[src/rtl/rs485_port_bank.sv]
// Bank of half-duplex RS-485 transceiver controllers: a per-channel direction FSM
// sequences DE/nRE with turnaround guards; receive data passes a 2-FF synchroniser.
module rs485_port_bank #(
    parameter int N_CH  = 22,
    parameter int GUARD = 8,
    parameter int GW    = 4
) (
    input  logic            clk,
    input  logic            n_rst,
    input  logic            mode_wr,
    input  logic [4:0]      mode_ch,
    input  logic [1:0]      mode_val,
    input  logic [N_CH-1:0] tx_req,
    input  logic [N_CH-1:0] tx_d,
    output logic [N_CH-1:0] tx_ack,
    output logic [N_CH-1:0] tx_busy,
    output logic [N_CH-1:0] rx_q,
    input  logic [N_CH-1:0] pin_r,
    output logic [N_CH-1:0] pin_d,
    output logic [N_CH-1:0] pin_nre,
    output logic [N_CH-1:0] pin_de
);

    // state  | meaning
    // IDLE   | transceiver fully off (driver off, receiver off)
    // LISTEN | receiver on, waiting for a transmit request
    // SETUP  | driver on sending mark for the leading guard
    // TX     | driver on forwarding tx_d
    // HOLD   | driver on sending mark for the trailing guard
    // LOOPB  | driver and receiver both on for echo self-test
    typedef enum logic [2:0] {
        ST_IDLE,
        ST_LISTEN,
        ST_SETUP,
        ST_TX,
        ST_HOLD,
        ST_LOOPB
    } state_t;

    localparam logic [1:0] MODE_OFF  = 2'd0;
    localparam logic [1:0] MODE_RX   = 2'd1;
    localparam logic [1:0] MODE_HALF = 2'd2;
    localparam logic [1:0] MODE_LOOP = 2'd3;

    localparam logic [GW-1:0] GUARD_LOAD = GW'(GUARD - 1);

    for (genvar g = 0; g < N_CH; g++) begin : g_ch
        state_t        state, state_nx;
        logic [GW-1:0] cnt, cnt_nx;
        logic [1:0]    mode;
        logic          sync1, sync2;
        logic          de_q, nre_q, d_q, ack_q, busy_q;
        logic          de_nx, nre_nx, d_nx, ack_nx, busy_nx;

        always_ff @(posedge clk) begin
            if (!n_rst) begin
                mode <= MODE_OFF;
            end else if (mode_wr && (mode_ch == 5'(g))) begin
                mode <= mode_val;
            end
        end

        always_ff @(posedge clk) begin
            if (!n_rst) begin
                state  <= ST_IDLE;
                cnt    <= '0;
                de_q   <= 1'b0;
                nre_q  <= 1'b1;
                d_q    <= 1'b0;
                ack_q  <= 1'b0;
                busy_q <= 1'b0;
                sync1  <= 1'b1;
                sync2  <= 1'b1;
            end else begin
                state  <= state_nx;
                cnt    <= cnt_nx;
                de_q   <= de_nx;
                nre_q  <= nre_nx;
                d_q    <= d_nx;
                ack_q  <= ack_nx;
                busy_q <= busy_nx;
                sync1  <= pin_r[g];
                sync2  <= sync1;
            end
        end

        always_comb begin
            state_nx = state;
            cnt_nx   = cnt;
            case (state)
                ST_IDLE: begin
                    if (mode == MODE_RX || mode == MODE_HALF) begin
                        state_nx = ST_LISTEN;
                    end else if (mode == MODE_LOOP) begin
                        state_nx = ST_LOOPB;
                    end
                end
                ST_LISTEN: begin
                    // LOOP is entered via IDLE so the receiver path restarts cleanly
                    if (mode == MODE_OFF || mode == MODE_LOOP) begin
                        state_nx = ST_IDLE;
                    end else if (mode == MODE_HALF && tx_req[g]) begin
                        state_nx = ST_SETUP;
                        cnt_nx   = GUARD_LOAD;
                    end
                end
                ST_SETUP: begin
                    if (!tx_req[g]) begin
                        state_nx = ST_HOLD;
                        cnt_nx   = GUARD_LOAD;
                    end else if (cnt == '0) begin
                        state_nx = ST_TX;
                    end else begin
                        cnt_nx = cnt - 1'b1;
                    end
                end
                ST_TX: begin
                    if (!tx_req[g]) begin
                        state_nx = ST_HOLD;
                        cnt_nx   = GUARD_LOAD;
                    end
                end
                ST_HOLD: begin
                    if (cnt == '0) begin
                        state_nx = (mode == MODE_OFF || mode == MODE_LOOP) ? ST_IDLE : ST_LISTEN;
                    end else begin
                        cnt_nx = cnt - 1'b1;
                    end
                end
                ST_LOOPB: begin
                    if (mode != MODE_LOOP) begin
                        state_nx = ST_IDLE;
                    end
                end
                default: state_nx = ST_IDLE;
            endcase
        end

        // Pin values decode the current state and are registered, giving one clock of latency.
        always_comb begin
            de_nx   = 1'b0;
            nre_nx  = 1'b1;
            d_nx    = 1'b0;
            ack_nx  = 1'b0;
            busy_nx = 1'b0;
            case (state)
                ST_LISTEN: nre_nx = 1'b0;
                ST_SETUP: begin
                    de_nx   = 1'b1;
                    d_nx    = 1'b1;
                    busy_nx = 1'b1;
                end
                ST_TX: begin
                    de_nx   = 1'b1;
                    d_nx    = tx_d[g];
                    ack_nx  = 1'b1;
                    busy_nx = 1'b1;
                end
                ST_HOLD: begin
                    de_nx   = 1'b1;
                    d_nx    = 1'b1;
                    busy_nx = 1'b1;
                end
                ST_LOOPB: begin
                    de_nx  = 1'b1;
                    nre_nx = 1'b0;
                    d_nx   = tx_d[g];
                    ack_nx = 1'b1;
                end
                default: ;
            endcase
        end

        assign pin_de[g]  = de_q;
        assign pin_nre[g] = nre_q;
        assign pin_d[g]   = d_q;
        assign tx_ack[g]  = ack_q;
        assign tx_busy[g] = busy_q;
        assign rx_q[g]    = sync2 | nre_q;
    end

endmodule

[config.mk]
export PLATFORM = sky130hd
export DESIGN_NAME = rs485_port_bank
export DESIGN_NICKNAME = d
export VERILOG_FILES = /design/src/rtl/rs485_port_bank.sv
export SDC_FILE = /design/constraint.sdc
export NUM_CORES = 1
export LEC_CHECK = 0
export ABC_AREA = 1
export ABC_CLOCK_PERIOD_IN_PS = 4230
export BUFFER_PORTS_ARGS = -buffer_cell sky130_fd_sc_hd__buf_2
export CAP_MARGIN = 20
export CELL_PAD_IN_SITES_DETAIL_PLACEMENT = 0
export CELL_PAD_IN_SITES_GLOBAL_PLACEMENT = 2
export CORE_MARGIN = 10
export CORE_UTILIZATION = 36
export CTS_CLUSTER_DIAMETER = 60
export DETAILED_ROUTE_END_ITERATION = 8
export PLACE_DENSITY_LB_ADDON = 0.1
export SETUP_SLACK_MARGIN = 0.1
export SLEW_MARGIN = 30
export SYNTH_ARGS = -nofsm -noshare
export SYNTH_HDL_FRONTEND = slang
export SYNTH_SLANG_ARGS = --single-unit
[constraint.sdc]
create_clock -name clk -period 4.23 [get_ports clk]
set_input_delay 0.846 -clock clk [delete_from_list [all_inputs] [get_ports clk]]
set_output_delay 0.846 -clock clk [all_outputs]
set_load 0.01 [all_outputs]
==> impl_metrics.yaml, run 1 <==
synthesis:
  yosysUniqueCellTypes: 41
  syn-num-nets: 2937
  synth-async-reset-ratio_pct: 0
  synthesis.instances: 2765
  syn_area_um2: 19000
  yosysWarnings: 0
  post-synth-top-count-cell: "nand2_1"
  synth_common_cells: "nand2_1, dfxtp_1, inv_1"
  synth_top_cell_area_share_pct: 37.1
  synth.area.top_cells: "dfxtp_1, nand2_1, inv_1"
  synth_edf_count: 0
  synth_flop_cell: "dfxtp_1"
  ys_seq_area_share_pct: 37.1
  avgSynthCellArea_um2: 6.87
  synth_top_area_cell: "dfxtp_1"
  synth-seq-cells: 352
pwr:
  irDropWorstVdd_mv: 0.299
  power_density_nw_per_um2: 739
  finalPower_mw: 16.0
  leakagePower_nw: 10.4
clocking:
  htreeDepth: 2
  postCtsSetupBuffers: 0
  cts.sinks: 352
  cts_resized: 0
  clockRootBuffer: "clkbuf_16"
  ctsHoldBuffers: 0
  clk_latency_ns: 0.57
  clk_pin_slew_ns: 0.06
  cts-buffers-inserted: 47
  cts_tree: "yes"
  ctsLongestPathBuffers: 3
timing:
  fin_worst_skew_ns: 0.00967
  setup_viol: 0
  hold_viol_final: 0
  slew_headroom_pct: 48.7
  finalCriticalPeriod_ns: 2.22
  setup_ws_ns: 2.01
  slew_viol_final: 0
  fmax_mhz: 450
  worst_pin_slew_ns: 0.770
  rsz0062_at_grt: "false"
  fin_tns_setup_ns: 0
  period_share_pct: 52.6
floorplanning:
  dieArea_um2: 62300
  fp.dieH_um: 250
  core_um2: 52300
  initial_core_util_pct: 36.3
  placementRows: 84
  die_x_um: 250
  io_pins: 208
critical_path:
  crit_path_end_kind: "output port"
  cp.arrival_ns: 1.38
  start_kind: "flip-flop"
  crit_buf_inv: 1
  crit_family: "flip-flops"
  crit_required_ns: 3.38
  crit_chain: "or2_2 -> buf_2"
  cp_slowest_cell: "dfxtp_1"
  crit_fanout: 2
  path_class: "reg -> out"
  critPathMaxStageDelay_ns: 0.37
final_layout:
  fin_nets: 3042
  drive_gt1_share_pct: 15.9
  area_delta_synth_final_pct: 14.0
run_status:
  status: "completed"
detailed_routing:
  vias: 16800
  remaining_drc_errors: 0
  routedWlPerCell_um: 13.6
  drt_first_pass_iters: 5
  wl_um: 48800
  drt-initial-drc-count: 847
  viasPerCell: 4.69
  detail-route-antenna-nets: 0
placed_design:
  place_congestion: 0.839
  pre_cts_ws_ns: 1.93
  port_buffers: 207
  place_hpwl_um: 36000
grt:
  grt_util_all_layers_pct: 15.2
  grt_pass1_vias: 16000
  grt.overflow.total: 0
  antenna_found_initial: 3
  grt_pass1_wl_um: 80700
  grt_max_degree: 79
flow_run:
  maxCapViolations: 0
min_path:
  hold_class: "reg -> reg"
metal layers:
layer | vias to the layer above | wire length, um | track usage, %
li1 | 8914 | - | -
met1 | 7566 | 23700 | 19.9
met2 | 306 | 21600 | 24.6
met3 | 59 | 2670 | 3.91
met4 | 4 | 793 | 3.48
met5 | - | 14 | 0
power by group:
group	switching (mW)	internal (mW)	total (mW)
clock	1.59	2.74	4.33
combinational	4.41	2.39	6.80
sequential	0.652	4.20	4.85
total	6.65	9.33	16.0
stage by stage:
step / std cells / hold WS, ns / util, % / area, um^2
CTS: 3595 / 0.409 / 41.3 / 21600
detailed placement: 3509 / 0.397 / 38.1 / 19900
floorplan: 2765 / 0.393 / - / 19000
finish: 3596 / 0.410 / 41.3 / 21600
global route: 3595 / 0.417 / 41.3 / 21600
global placement: 3509 / 0.394 / 38.1 / 19900
path summary, 6_finish.rpt:
path                                start                          end  slack (ns)  depth (start not counted)
max              g_ch[5].nre_q$_SDFF_PN1_                      rx_q[5]        2.01                          2
min reg2reg     g_ch[15].sync1$_SDFF_PN1_    g_ch[15].sync2$_SDFF_PN1_        0.41                          1
max reg2reg  g_ch[8].mode[1]$_SDFFE_PN0P_  g_ch[8].cnt[2]$_SDFFE_PN0P_        2.53                          7
min             g_ch[15].sync1$_SDFF_PN1_    g_ch[15].sync2$_SDFF_PN1_        0.41                          1
layout make-up:
type,instances,area [um^2]
Antenna cell,1,2.50
Tap cell,688,861
Clock inverter,28,404
Clock buffer,58,1300
Sequential cell,352,7050
Timing Repair Buffer,213,1100
Multi-Input combinational cell,1873,9480
Fill cell,5503,30700
Inverter,383,1440
state kept, by name (all words and copies together), names as in the netlist:
register,count
g_ch.nre_q,22
g_ch.de_q,22
g_ch.sync2,22
g_ch.cnt,88
g_ch.d_q,22
g_ch.state,66
g_ch.busy_q,22
g_ch.sync1,22
g_ch.ack_q,22
g_ch.mode,44
placed cells by master (no fill, tap or decap), types with 4 or more instances in the layout:
| cell | count |
|---|---|
| nand2_1 | 603 |
| dfxtp_1 | 352 |
| inv_1 | 349 |
| nor2_1 | 344 |
| nand3_1 | 234 |
| buf_2 | 206 |
| a21oi_1 | 162 |
| o21ai_0 | 122 |
| ha_1 | 96 |
| or2_2 | 67 |
| clkbuf_16 | 49 |
| nor3_1 | 44 |
| inv_2 | 31 |
| nand4_1 | 30 |
| o211ai_1 | 28 |
| nor2_2 | 24 |
| xor2_1 | 21 |
| o21ai_1 | 14 |
| nand3b_1 | 13 |
| nand2_2 | 11 |
| nand3_2 | 10 |
| bufinv_16 | 9 |
| nor2_4 | 8 |
| o21ai_2 | 7 |
| clkinvlp_4 | 7 |
| clkinv_2 | 7 |
| a31oi_1 | 6 |
| clkbuf_1 | 5 |
| buf_4 | 5 |
| o22ai_1 | 4 |
| nor3b_1 | 4 |
| a211oi_1 | 4 |
| clkbuf_8 | 4 |
cells by family after synthesis:
logic type	Yosys count	synth area share (%)
and+or+nand+nor	1403	32.6
buffers and inverters	540	12.9
AOI/OAI and AO/OA	353	10.0
DFF	352	37.1
adders and majority gates	96	6.33
xor gates and xnor gates	21	0.969
Power figures use the tool's default switching activity.
==> run 2: changes to the inputs <==
--- a/config.mk
+++ b/config.mk
@@ -6,13 +6,13 @@
 export NUM_CORES = 1
 export LEC_CHECK = 0
 export ABC_AREA = 1
-export ABC_CLOCK_PERIOD_IN_PS = 4230
+export ABC_CLOCK_PERIOD_IN_PS = 1800
 export BUFFER_PORTS_ARGS = -buffer_cell sky130_fd_sc_hd__buf_2
 export CAP_MARGIN = 20
 export CELL_PAD_IN_SITES_DETAIL_PLACEMENT = 0
 export CELL_PAD_IN_SITES_GLOBAL_PLACEMENT = 2
 export CORE_MARGIN = 10
-export CORE_UTILIZATION = 36
+export CORE_UTILIZATION = 30
 export CTS_CLUSTER_DIAMETER = 60
 export DETAILED_ROUTE_END_ITERATION = 8
 export PLACE_DENSITY_LB_ADDON = 0.1
==> constraint.sdc (replaced) <==
create_clock -name clk -period 1.8 [get_ports clk]
set_input_delay 0.36 -clock clk [delete_from_list [all_inputs] [get_ports clk]]
set_output_delay 0.36 -clock clk [all_outputs]
set_load 0.01 [all_outputs]
==> impl_metrics.yaml, run 2 (synthesized netlist as in run 1, its figures left out) <==
run_status:
  status: "completed"
critical_path:
  critPathMaxStageDelay_ns: 0.36
  r2r-end: "g_ch[4].cnt[3]$_SDFFE_PN0P_"
  timing.reg2reg.setup_slack_ns: 0.24
  regToRegStartpoint: "g_ch[4].mode[1]$_SDFFE_PN0P_"
  crit_buf_inv: 1
  path_class: "reg -> out"
  start_kind: "flip-flop"
  cp_slowest_cell: "dfxtp_4"
  crit_path_end_kind: "output port"
  crit_required_ns: 1.44
  crit_chain: "or2_4 -> buf_6"
  cp.arrival_ns: 1.30
  crit_family: "flip-flops"
  crit_fanout: 2
  rr_worst_depth: 10
clocking:
  clk_latency_ns: 0.59
  cts_tree: "yes"
  htreeDepth: 2
  clk_pin_slew_ns: 0.06
  cts-buffers-inserted: 52
  clockRootBuffer: "clkbuf_16"
  ctsLongestPathBuffers: 3
  cts.sinks: 352
placed_design:
  place_congestion: 0.812
  pre_cts_ws_ns: -0.0541
  place_hpwl_um: 39200
  port_buffers: 207
floorplanning:
  die_x_um: 272
  placementRows: 92
  initial_core_util_pct: 30.2
  io_pins: 208
  dieArea_um2: 73700
  core_um2: 62900
  fp.dieH_um: 272
final_layout:
  area_delta_synth_final_pct: 20.6
  nFillCells: 6815
  fin_nets: 3114
  largestRegisters: "g_ch.cnt (88), g_ch.state (66), g_ch.mode (44)"
  top_register: "g_ch.cnt"
  largest_register_ffs: 88
  final_cell_mix: "nand2_1, inv_1, nor2_1"
  final_util_pct: 36.4
  layout_commonest_cell: "nand2_1"
  drive_gt1_share_pct: 17.9
grt:
  grt_max_degree: 89
  grt_pass1_vias: 16700
  grt.overflow.total: 0
  antenna_found_initial: 6
  grt_util_all_layers_pct: 14.0
  grt_pass1_wl_um: 86400
timing:
  setup_viol: 0
  slew_headroom_pct: 60.7
  period_share_pct: 92.4
  rsz0062_at_grt: "true"
  worst_pin_slew_ns: 0.588
  hold_viol_final: 0
  fin_worst_skew_ns: 0.0240
  slew_viol_final: 0
  finalCriticalPeriod_ns: 1.66
  fin_tns_setup_ns: 0
  fmax_mhz: 601
  setup_ws_ns: 0.136
detailed_routing:
  routedWlPerCell_um: 13.8
  remaining_drc_errors: 0
  detail-route-antenna-nets: 0
  wl_um: 52700
  viasPerCell: 4.48
  vias: 17200
  drt-initial-drc-count: 897
  drt_first_pass_iters: 5
min_path:
  hold_class: "in -> reg"
  holdPathStages: 3
  min_to: "g_ch[5].d_q$_SDFF_PN0_"
  worstHoldStart: "tx_d[5]"
pwr:
  leakagePower_nw: 10.9
  power_density_nw_per_um2: 1680
  irDropWorstVdd_mv: 0.671
flow_run:
  maxCapViolations: 0
[run 2: cell count changes in the layout (fill, tap and decap cells not counted), sizes merged]
| cell | before | now |
|---|---|---|
| inv | 384 | 395 |
| bufinv | 9 | 4 |
| clkinv | 11 | 10 |
| dlygate4sd3 | 0 | 40 |
| buf | 213 | 240 |
| clkbuf | 58 | 64 |
[run 2: repair_timing]
action                                  4_1_cts  5_1_grt
hold endpoints to repair                     40        0
hold buffers                                 40        0
pin swaps                                     0        9
setup buffers                                 3        2
gates resized for setup                      64       25
endpoints found under the setup margin       23       42
[run 2: layer usage]
layer	vias to the layer above	track usage, %	wire length (um)	share of wire [%]
li1	9081	-	-	-
met3	74	3.64	2850	5.4
met2	261	23.4	24100	46
met5	-	0	77	0.15
met4	10	3.52	936	1.8
met1	7724	17.6	24800	47
[run 2: worst max path at each step]
| stage | from | to | slack, ns | depth (start not counted) |
|---|---|---|---|---|
| floorplan | g_ch[4].mode[1]$_SDFFE_PN0P_ | g_ch[4].cnt[3]$_SDFFE_PN0P_ | 0.39 | 9 |
| global placement | mode_wr | g_ch[14].mode[1]$_SDFFE_PN0P_ | -0.12 | 7 |
| detailed placement | mode_wr | g_ch[14].mode[0]$_SDFFE_PN0P_ | -0.05 | 7 |
| CTS | g_ch[0].nre_q$_SDFF_PN1_ | rx_q[0] | 0.06 | 2 |
| global route | g_ch[4].mode[0]$_SDFFE_PN0P_ | g_ch[4].cnt[3]$_SDFFE_PN0P_ | 0.05 | 10 |
| finish | g_ch[0].nre_q$_SDFF_PN1_ | rx_q[0] | 0.14 | 2 |
[run 2: stage by stage]
step | cell area, um^2 | cells | total power [mW] | hold slack (ns)
2_1_floorplan | 19000 | 2765 | 24.5 | 0.393
3_3_place_gp | 20300 | 3689 | 28.1 | 0.393
3_5_place_dp | 20300 | 3689 | 28.0 | 0.397
4_1_cts | 22800 | 3829 | 39.0 | 0.00308
5_1_grt | 22900 | 3832 | 42.3 | 0.0269
6_report | 22900 | 3832 | 38.5 | 0.0452
[run 2: tightest hold or removal path: cells and delay by family]
family | cells | cell delay [ns]
AND/OR/NAND/NOR | 1 | 0.05
buffers and inverters | 1 | 0.10
AO/OA/AOI/OAI | 1 | 0.07
[run 2: report_power, final]
group          internal [mW]  switching (mW)  total [mW]
registers               9.88            1.53        11.4
logic                   5.97            10.6        16.6
clock network           6.28            4.14        10.4
total                   22.1            16.3        38.5
[run 2: final cells by class]
| class | count | area (um^2) | share of cell area, % |
|---|---|---|---|
| clock inverter | 33 | 362 | 1.58 |
| multi-input combinational | 1873 | 9640 | 42.1 |
| clock buffer | 64 | 1420 | 6.19 |
| sequential | 352 | 7080 | 30.9 |
| inverter | 383 | 1440 | 6.30 |
| antenna | 1 | 2.50 | 0.0109 |
| tap | 846 | 1060 | 4.62 |
| timing repair buffer | 280 | 1890 | 8.26 |
==> run 3: changes to the inputs <==
--- a/config.mk
+++ b/config.mk
@@ -11,6 +11,7 @@
 export CAP_MARGIN = 20
 export CELL_PAD_IN_SITES_DETAIL_PLACEMENT = 0
 export CELL_PAD_IN_SITES_GLOBAL_PLACEMENT = 2
+export CORE_ASPECT_RATIO = 0.5
 export CORE_MARGIN = 10
 export CORE_UTILIZATION = 30
 export CTS_CLUSTER_DIAMETER = 60
==> impl_metrics.yaml, run 3 (synthesized netlist as in run 1, its figures left out) <==
run_status:
  status: "completed"
min_path:
  hold_class: "in -> reg"
  worstHoldStart: "pin_r[12]"
clocking:
  cts-buffers-inserted: 41
  cts.sinks: 352
  htreeDepth: 2
  clk_pin_slew_ns: 0.06
  ctsLongestPathBuffers: 3
  cts_tree: "yes"
  clk_latency_ns: 0.56
  clockRootBuffer: "clkbuf_16"
timing:
  fmax_mhz: 610
  setup_ws_ns: 0.161
  slew_headroom_pct: 67.3
  setup_viol: 0
  slew_viol_final: 0
  period_share_pct: 91.0
  fin_tns_setup_ns: 0
  worst_pin_slew_ns: 0.488
  finalCriticalPeriod_ns: 1.64
  fin_hold_ws_ns: 0.0286
  fin_worst_skew_ns: 0.0178
  rsz0062_at_grt: "false"
  hold_viol_final: 0
critical_path:
  rr_worst_depth: 10
  crit_fanout: 2
  cp_slowest_cell: "dfxtp_1"
  cp.arrival_ns: 1.28
  crit_required_ns: 1.44
  critPathMaxStageDelay_ns: 0.31
  start_kind: "flip-flop"
  crit_path_end_kind: "output port"
  cp-startpoint: "g_ch[18].nre_q$_SDFF_PN1_"
  r2r-end: "g_ch[9].cnt[3]$_SDFFE_PN0P_"
  endpoint: "rx_q[18]"
  regToRegStartpoint: "g_ch[9].mode[0]$_SDFFE_PN0P_"
  timing.reg2reg.setup_slack_ns: 0.20
  crit_chain: "or2_2 -> buf_2"
  path_class: "reg -> out"
pwr:
  power_density_nw_per_um2: 1660
  comb_power_share_pct: 44.8
  clkPwrFrac_pct: 24.6
  irDropWorstVdd_mv: 0.633
  internal-power_mw: 21.5
  p_sw_share_pct: 42.2
  seq_power_share_pct: 30.6
  switchingPower_mw: 15.7
  leakagePower_nw: 10.7
final_layout:
  top_register: "g_ch.cnt"
  seq_area_um2: 7070
  layout_commonest_cell: "nand2_1"
  largestRegisters: "g_ch.cnt (88), g_ch.state (66), g_ch.mode (44)"
  area_delta_synth_final_pct: 18.2
  final_util_pct: 35.7
  drive_gt1_share_pct: 17.6
  multi_input_area_um2: 9610
  final_cell_mix: "nand2_1, inv_1, nor2_1"
  largest_register_ffs: 88
  nFillCells: 6728
  fin_nets: 3098
grt:
  grt.overflow.total: 0
  met1_usage_pct: 17.7
  grt_max_degree: 70
  busiest_layer: "met2"
  grt_use_met3_pct: 2.75
  grt_pass1_vias: 16300
  grtUsageMet2_pct: 22.5
  grt_pass1_wl_um: 84000
  grt_util_all_layers_pct: 13.5
  antenna_found_initial: 3
detailed_routing:
  drt-initial-drc-count: 700
  routedWlPerCell_um: 13.5
  detail-route-antenna-nets: 0
  vias: 16800
  viasPerCell: 4.42
  remaining_drc_errors: 0
  wl_um: 51300
  drt_first_pass_iters: 5
placed_design:
  place_hpwl_um: 38400
  port_buffers: 207
  pre_cts_ws_ns: 0.0367
  place_congestion: 0.781
floorplanning:
  initial_core_util_pct: 30.2
  core_um2: 62900
  fp.dieH_um: 198
  dieArea_um2: 74400
  placementRows: 65
  io_pins: 208
  die_x_um: 376
flow_run:
  maxCapViolations: 0
run 3: cell types whose count changed in the layout (fill, tap and decap cells not counted), sizes merged:
cell,change
inv,-12
dlygate4sd3,-11
clkbuf,-9
buf,+6
clkinvlp,-4
bufinv,+3
clkinv,-2
diode,+2
run 3: worst min-delay path by stage:
stage / to / slack, ns / cells past startpoint
floorplan: g_ch[0].sync2$_SDFF_PN1_ / 0.39 / 1
global placement: g_ch[1].sync2$_SDFF_PN1_ / 0.39 / 1
detailed placement: g_ch[6].sync2$_SDFF_PN1_ / 0.40 / 1
CTS: g_ch[17].d_q$_SDFF_PN0_ / 0.0003 / 3
global route: g_ch[12].sync1$_SDFF_PN1_ / 0.005 / 2
finish: g_ch[12].sync1$_SDFF_PN1_ / 0.03 / 2
run 3: what timing repair did:
action                     4_1_cts  5_1_grt
resized for setup               21       58
cloned                           0        0
hold endpoints to repair        29        0
hold buffers                    29        0
pin swaps                        0        7
setup endpoints to repair        8       60
setup buffers                    1        3
run 3: power by group through the flow:
| stage | combinational (mW) | clock (mW) | sequential [mW] |
|---|---|---|---|
| floorplan | 13.4 | 0 | 11.1 |
| global placement | 16.8 | 0 | 11.5 |
| detailed placement | 16.5 | 0 | 11.5 |
| CTS | 16.7 | 9.58 | 11.4 |
| global route | 19.4 | 9.88 | 11.7 |
| finish | 16.6 | 9.13 | 11.4 |
run 3: layout make-up:
class                           instances  area share (%)
Multi-Input combinational cell       1873            42.8
Sequential cell                       352            31.5
Timing Repair Buffer                  275            8.03
Inverter                              383            6.43
Clock buffer                           55            5.16
Tap cell                              837            4.67
Clock inverter                         18            1.31
Antenna cell                            3          0.0335
run 3: critical path: cells and delay by family, from the launching register on:
| kind | cells | cell delay [ns] |
|---|---|---|
| and+or+nand+nor | 1 | 0.28 |
| buffers and inverters | 1 | 0.14 |
| DFF | 1 | 0.31 |
run 3: layer usage:
| layer | vias to the layer above | part of all wire [%] |
|---|---|---|
| met5 | - | 0 |
| met4 | 0 | 1.8 |
| met3 | 59 | 3.7 |
| met2 | 173 | 45 |
| met1 | 7487 | 49 |
| li1 | 9041 | - |
run 3: metrics by stage:
step | power [mW] | area [um^2] | instances
final | 37.1 | 22400 | 3796
after global routing | 40.9 | 22400 | 3795
after CTS | 37.6 | 22200 | 3790
after detailed placement | 28.0 | 20400 | 3687
after global placement | 28.3 | 20400 | 3687
after floorplan | 24.5 | 19000 | 2765
